[src/rtl/pulse_meter_if.sv]
// pulse_meter_if: control, status and result signals of one pulse_meter instance
interface pulse_meter_if #(parameter int WIDTH = 16);
    logic             arm;
    logic             cancel;
    logic             level;
    logic [WIDTH-1:0] timeout;
    logic             sig_in;
    logic             busy;
    logic             width_valid;
    logic [WIDTH-1:0] width;
    logic             overflow;
    logic             timed_out;
    logic             ack;

    modport master (
        output arm, cancel, level, timeout, sig_in, ack,
        input  busy, width_valid, width, overflow, timed_out
    );

    modport slave (
        input  arm, cancel, level, timeout, sig_in, ack,
        output busy, width_valid, width, overflow, timed_out
    );
endinterface

[src/rtl/signal_sync.sv]
// signal_sync: multi-flop synchronizer for an asynchronous input plus one delay flop
// so downstream logic can detect edges on the synchronized signal.
module signal_sync #(
    parameter int SYNC_STAGES = 2
) (
    input  logic clk,
    input  logic rst_n,
    input  logic sig_in,
    output logic sig_s,
    output logic sig_d
);
    logic [SYNC_STAGES-1:0] sync;

    always_ff @(posedge clk or negedge rst_n) begin
        if (!rst_n) begin
            sync  <= '0;
            sig_d <= 1'b0;
        end else begin
            sync  <= {sync[SYNC_STAGES-2:0], sig_in};
            sig_d <= sync[SYNC_STAGES-1];
        end
    end

    assign sig_s = sync[SYNC_STAGES-1];
endmodule

[src/rtl/pulse_meter.sv]
// pulse_meter: armed single-shot measurement of a pulse width in clk cycles,
// with start timeout, counter saturation and a valid/ack result handshake.
module pulse_meter #(
    parameter int WIDTH       = 16,
    parameter int SYNC_STAGES = 2
) (
    input logic          clk,
    input logic          rst_n,
    pulse_meter_if.slave bus
);
    typedef enum logic [1:0] {IDLE, WAIT_START, MEASURE, REPORT} state_t;

    state_t           state;
    logic             sig_s, sig_d, level_q;
    logic [WIDTH-1:0] timeout_q, cnt;
    logic             act, act_d, start, cnt_max;
    logic [WIDTH-1:0] cnt_inc;

    signal_sync #(.SYNC_STAGES(SYNC_STAGES)) u_sync (
        .clk(clk), .rst_n(rst_n), .sig_in(bus.sig_in), .sig_s(sig_s), .sig_d(sig_d)
    );

    assign act     = (sig_s == level_q);
    assign act_d   = (sig_d == level_q);
    assign start   = act & ~act_d;
    assign cnt_max = &cnt;
    assign cnt_inc = cnt_max ? cnt : cnt + WIDTH'(1);

    always_ff @(posedge clk or negedge rst_n) begin
        if (!rst_n) begin
            state           <= IDLE;
            level_q         <= 1'b0;
            timeout_q       <= '0;
            cnt             <= '0;
            bus.busy        <= 1'b0;
            bus.width_valid <= 1'b0;
            bus.width       <= '0;
            bus.overflow    <= 1'b0;
            bus.timed_out   <= 1'b0;
        end else if (bus.cancel) begin
            state           <= IDLE;
            bus.busy        <= 1'b0;
            bus.width_valid <= 1'b0;
        end else begin
            case (state)
                IDLE: if (bus.arm) begin
                    state         <= WAIT_START;
                    level_q       <= bus.level;
                    timeout_q     <= bus.timeout;
                    cnt           <= '0;
                    bus.busy      <= 1'b1;
                    bus.width     <= '0;
                    bus.overflow  <= 1'b0;
                    bus.timed_out <= 1'b0;
                end
                WAIT_START: begin
                    // a start edge wins over a timeout landing on the same cycle
                    if (start) begin
                        state <= MEASURE;
                        cnt   <= WIDTH'(1);
                    end else if (timeout_q != '0 && cnt_inc == timeout_q) begin
                        state           <= REPORT;
                        bus.busy        <= 1'b0;
                        bus.width_valid <= 1'b1;
                        bus.timed_out   <= 1'b1;
                        bus.width       <= '0;
                    end else begin
                        cnt <= cnt_inc;
                    end
                end
                MEASURE: begin
                    if (act) begin
                        cnt <= cnt_inc;
                        if (cnt_max) bus.overflow <= 1'b1;
                    end else begin
                        state           <= REPORT;
                        bus.busy        <= 1'b0;
                        bus.width_valid <= 1'b1;
                        bus.width       <= cnt;
                    end
                end
                REPORT: if (bus.ack) begin
                    state           <= IDLE;
                    bus.width_valid <= 1'b0;
                end
                default: state <= IDLE;
            endcase
        end
    end
endmodule

[src/flat_wrapper.sv]
// flat-port wrapper written by rule: the top's interface ports become plain ports
module pulse_meter_flat 
#(
    parameter int WIDTH       = 16,
    parameter int SYNC_STAGES = 2
)
  (clk, rst_n, bus_arm, bus_cancel, bus_level, bus_timeout, bus_sig_in, bus_ack, bus_busy, bus_width_valid, bus_width, bus_overflow, bus_timed_out);
  pulse_meter_if #(.WIDTH(WIDTH)) bus_i ();
  input logic clk;
  input logic rst_n;
  input wire logic [$bits(bus_i.arm)-1:0] bus_arm;
  input wire logic [$bits(bus_i.cancel)-1:0] bus_cancel;
  input wire logic [$bits(bus_i.level)-1:0] bus_level;
  input wire logic [$bits(bus_i.timeout)-1:0] bus_timeout;
  input wire logic [$bits(bus_i.sig_in)-1:0] bus_sig_in;
  input wire logic [$bits(bus_i.ack)-1:0] bus_ack;
  output wire logic [$bits(bus_i.busy)-1:0] bus_busy;
  output wire logic [$bits(bus_i.width_valid)-1:0] bus_width_valid;
  output wire logic [$bits(bus_i.width)-1:0] bus_width;
  output wire logic [$bits(bus_i.overflow)-1:0] bus_overflow;
  output wire logic [$bits(bus_i.timed_out)-1:0] bus_timed_out;
  assign bus_i.arm = bus_arm;
  assign bus_i.cancel = bus_cancel;
  assign bus_i.level = bus_level;
  assign bus_i.timeout = bus_timeout;
  assign bus_i.sig_in = bus_sig_in;
  assign bus_i.ack = bus_ack;
  assign bus_busy = bus_i.busy;
  assign bus_width_valid = bus_i.width_valid;
  assign bus_width = bus_i.width;
  assign bus_overflow = bus_i.overflow;
  assign bus_timed_out = bus_i.timed_out;
  pulse_meter #(.WIDTH(WIDTH), .SYNC_STAGES(SYNC_STAGES)) u_core (.clk(clk), .rst_n(rst_n), .bus(bus_i));
endmodule
[config.mk]
export PLATFORM = sky130hd
export DESIGN_NAME = pulse_meter_flat
export DESIGN_NICKNAME = d
export VERILOG_FILES = /design/src/rtl/pulse_meter_if.sv /design/src/rtl/signal_sync.sv /design/src/rtl/pulse_meter.sv /design/src/flat_wrapper.sv
export SDC_FILE = /design/constraint.sdc
export NUM_CORES = 1
export LEC_CHECK = 0
export ABC_AREA = 1
export CAP_MARGIN = 15
export CELL_PAD_IN_SITES_DETAIL_PLACEMENT = 1
export CELL_PAD_IN_SITES_GLOBAL_PLACEMENT = 2
export CORE_MARGIN = 1
export CORE_UTILIZATION = 31
export CTS_CLUSTER_DIAMETER = 120
export DETAILED_ROUTE_END_ITERATION = 8
export PLACE_DENSITY = 0.83
export SLEW_MARGIN = 20
export SYNTH_ARGS = -nofsm -noshare
export SYNTH_HDL_FRONTEND = slang
export SYNTH_SLANG_ARGS = --single-unit
[constraint.sdc]
create_clock -name clk -period 2.8 [get_ports clk]
set_clock_uncertainty 0.05 [all_clocks]
set_input_delay 0.42 -clock clk [delete_from_list [all_inputs] [get_ports clk]]
set_output_delay 0.42 -clock clk [all_outputs]
set_load 0.01 [all_outputs]
==> results.md, run 1 <==
- Status: complete, no violations
- Multi-input logic area: 2018 sq um
- CP endpoint kind: register
- # diodes: 0
- Netlist cell types: 34
- H-tree levels: 3
- Synth top area share: 39.56%
- Final wirelength: 11.76 mm
- # setup viols final: 0
- Aggregate global routing overflow: 0
- Critical path launch point type: register
- Worst Setup SP: u_core.cnt[1]
- CTS Sinks: 58
- Cts bufs inserted: 9
- Critical path class: reg -> reg
- Hpwl dp: 8.342 mm
- Starting density of the core: 31.99%
- Mean routed wirelength per cell: 15.55 um
- RD Place Congestion: 0.8640
- Fin crit share: 95.49%
- Layout area overhead: 31.86%
- R2R Path Start: u_core.cnt[1]
- R2R Setup Slk: 0.13 ns
- Initial detailed-routing violation count: 160
- FMAX: 374.0 MHz
- Max-cap violations: 0
- CTS max path bufs: 2
- Fill count: 1457
- Syn nets: 575
- CORE AREA: 11470 sq um
- Maximum vdd drop: 0.3475 mV
- Via Count: 3657
- Die Ht: 110.8 um
- Max-slew violations: 0
- Fin nets: 637
- Area leader, netlist: dfrtp_1
- Clock-pin slew on the worst setup and hold paths: 0.06 ns
- Req. time, crit path: 3.01 ns
- Mapped Avg Cell Area: 6.719 sq um
- Number of detailed-route iterations in the first pass: 4
- Placement Setup Slack: -0.008969 ns
- Via/cell ratio: 4.837
- Async SR Flop Fraction: 100.0%
- Top FF cell, synth: dfrtp_1
- Final ANT Viol Nets: 0
- Cell Area, Synth: 3669 sq um
- Total power: 3.580 mW
- Setup WS post-layout: 0.1264 ns
- Share of layout cells above drive strength 1: 14.03%
- Flops & latches, synth: 58
- Final core occ: 42.18%
- Vias in the first global route: 3719
- Root buf cell: clkbuf_16
- DRC errors left: 0
- Largest net degree at the start of global routing: 33
- I/O Pins: 43
- Final Hold Vio Count: 0
- EDFF count, synth: 0
- Area contributors post-synth: dfrtp_1 40%, nand2_1 23%, nand3_1 7.1%, inv_1 6.4%, nor2_1 4.1%
- Insertion delay to the later sink of the worst-skew pair: 0.34 ns
- First-pass GRT wire length: 18.62 mm
- Max Fanout on Critical Path: 13
- Initial antenna violation count: 0
- Mapped Cells: 546
- Die area: 12270 sq um
- Synth Warn #: 0
- Total power per unit cell area: 740.2 nW/um^2
- Total GRT Usage: 19.28%
- Worst hold-check path type: in -> async
- TritonCTS clock tree: done
- Minimum clock period: 2.674 ns
- I/O Buffers: 42
- Die width: 110.8 um
- CP Data Arrival Time: 2.89 ns
- Max_slew headroom: 49.40%
- Sequential cell area: 1460 sq um
- Worst Tran Pin Value: 0.7566 ns
- Static leakage: 2.446 nW
- # rows: 39
- Setup TNS: 0 ns
- Sequential share of the synthesized area: 39.56%
==> worst paths after layout <==
check | end | cells after the start
max | u_core.cnt[2] | 15
min | u_core.cnt[13] | 1
max reg2reg | u_core.cnt[2] | 15
min reg2reg | u_core.u_sync.sync[1] | 0
max in group asynchronous | u_core.cnt[3] | 2
min in group clk | u_core.u_sync.sync[1] | 0
==> sequential cells by signal, indices dropped and copies added, names as in the netlist <==
| register | cells |
|---|---|
| u_core.bus.width_valid | 1 |
| u_core.bus.busy | 1 |
| u_core.bus.timed_out | 1 |
| u_core.u_sync.sig_d | 1 |
| u_core.bus.overflow | 1 |
| u_core.bus.width | 16 |
| u_core.timeout_q | 16 |
| u_core.cnt | 16 |
| u_core.level_q | 1 |
| u_core.u_sync.sync | 2 |
| u_core.state | 2 |
==> Yosys cell counts (all sizes together) (2+ instances only) <==
| master | count |
|---|---|
| ha | 6 |
| nor4 | 4 |
| o21ai | 33 |
| nand3b | 4 |
| inv | 66 |
| xnor2 | 2 |
| nor3 | 2 |
| xor2 | 2 |
| buf | 7 |
| nand4 | 13 |
| nand3 | 56 |
| nor2 | 43 |
| a21oi | 2 |
| dfrtp | 58 |
| clkbuf | 8 |
| nand2 | 232 |
| o21bai | 2 |
==> cell type report <==
type                       instances  area share, %
clock buffer                       9          4.656
sequential                        58          30.19
inverter                          66          5.225
timing repair buffer              64          13.06
tap                              143          3.699
multi-input combinational        409          41.72
clock inverter                     7          1.449
==> layout by cell type (no fill, tap or decap), drive strengths merged <==
cell type,Yosys,routed
a211oi,1,1
a21oi,2,2
a221oi,1,1
a31oi,1,1
buf,7,21
bufinv,0,1
clkbuf,8,11
clkdlybuf4s50,0,41
clkinv,0,2
clkinvlp,0,4
dfrtp,58,58
ha,6,6
inv,66,66
nand2,232,233
nand3,56,57
nand3b,4,4
nand4,13,13
nor2,43,43
nor3,2,2
nor4,4,4
o211ai,1,1
o21ai,33,33
o21bai,2,2
o41ai,1,1
or2,1,1
xnor2,2,2
xor2,2,2
==> where the power goes <==
part	total (mW)	switching (mW)	leakage, nW	internal [mW]
logic	1.33	0.844	1.55	0.483
registers	1.15	0.159	0.760	0.993
clock network	1.10	0.416	0.133	0.684
==> cell families after synthesis <==
group | synth area share [%]
AND/OR/NAND/NOR | 41.85
buffers and inverters | 9.345
flip-flops | 39.56
AO/OA/AOI/OAI | 6.242
adder cells (fa/ha/maj) | 2.046
XOR/XNOR | 0.9552
==> stage by stage <==
stage                     hold WS (ns)  std cells  instance area (sq um)
after floorplan                0.07441        546                   3669
after CTS                      0.08810        744                   4587
after global routing            0.1278        756                   4837
final                          0.06942        756                   4837
after global placement          0.2856        728                   4270
after detailed placement        0.2881        728                   4270
==> layer usage <==
layer  wire length, um  share of wire [%]  GRT usage, %  vias to the layer above
met5                 0                  0             0                        -
met4               281                2.4         9.067                        0
met3               321                2.7         2.460                       16
met2              5513                 47         31.01                       69
met1              5640                 48         25.69                     1710
li1                  -                  -             -                     1862
==> worst max-delay path, cell delays in order, from the launching register on <==
cell	delay (ns)
dfrtp_2	0.43
ha_4	0.16
nand2_1	0.08
nor2_4	0.18
nand2_4	0.10
inv_6	0.10
nand2_8	0.09
buf_4	0.16
nand3_1	0.10
nand3_1	0.12
nor2_1	0.25
nand4_1	0.24
nand2_4	0.21
clkbuf_16	0.18
nand2_1	0.05
o21ai_1	0.09
==> timing repair <==
item	CTS	global route
gates cloned	0	5
buffers inserted	0	7
pin swaps	0	8
resized for setup	4	36
hold buffers	0	0
endpoints found under the setup margin	16	37
(Power assumes the default switching activity.)
==> run 2, diff against run 1 <==
--- a/constraint.sdc
+++ b/constraint.sdc
@@ -4,2 +4,2 @@
 set_output_delay 0.42 -clock clk [all_outputs]
-set_load 0.01 [all_outputs]
+set_load 0.02 [all_outputs]
==> results of run 2 <==
The final DEF is identical to that of run 1. Status: complete, no violations.
Among the figures that moved: total power 3.580 mW -> 3.593 mW
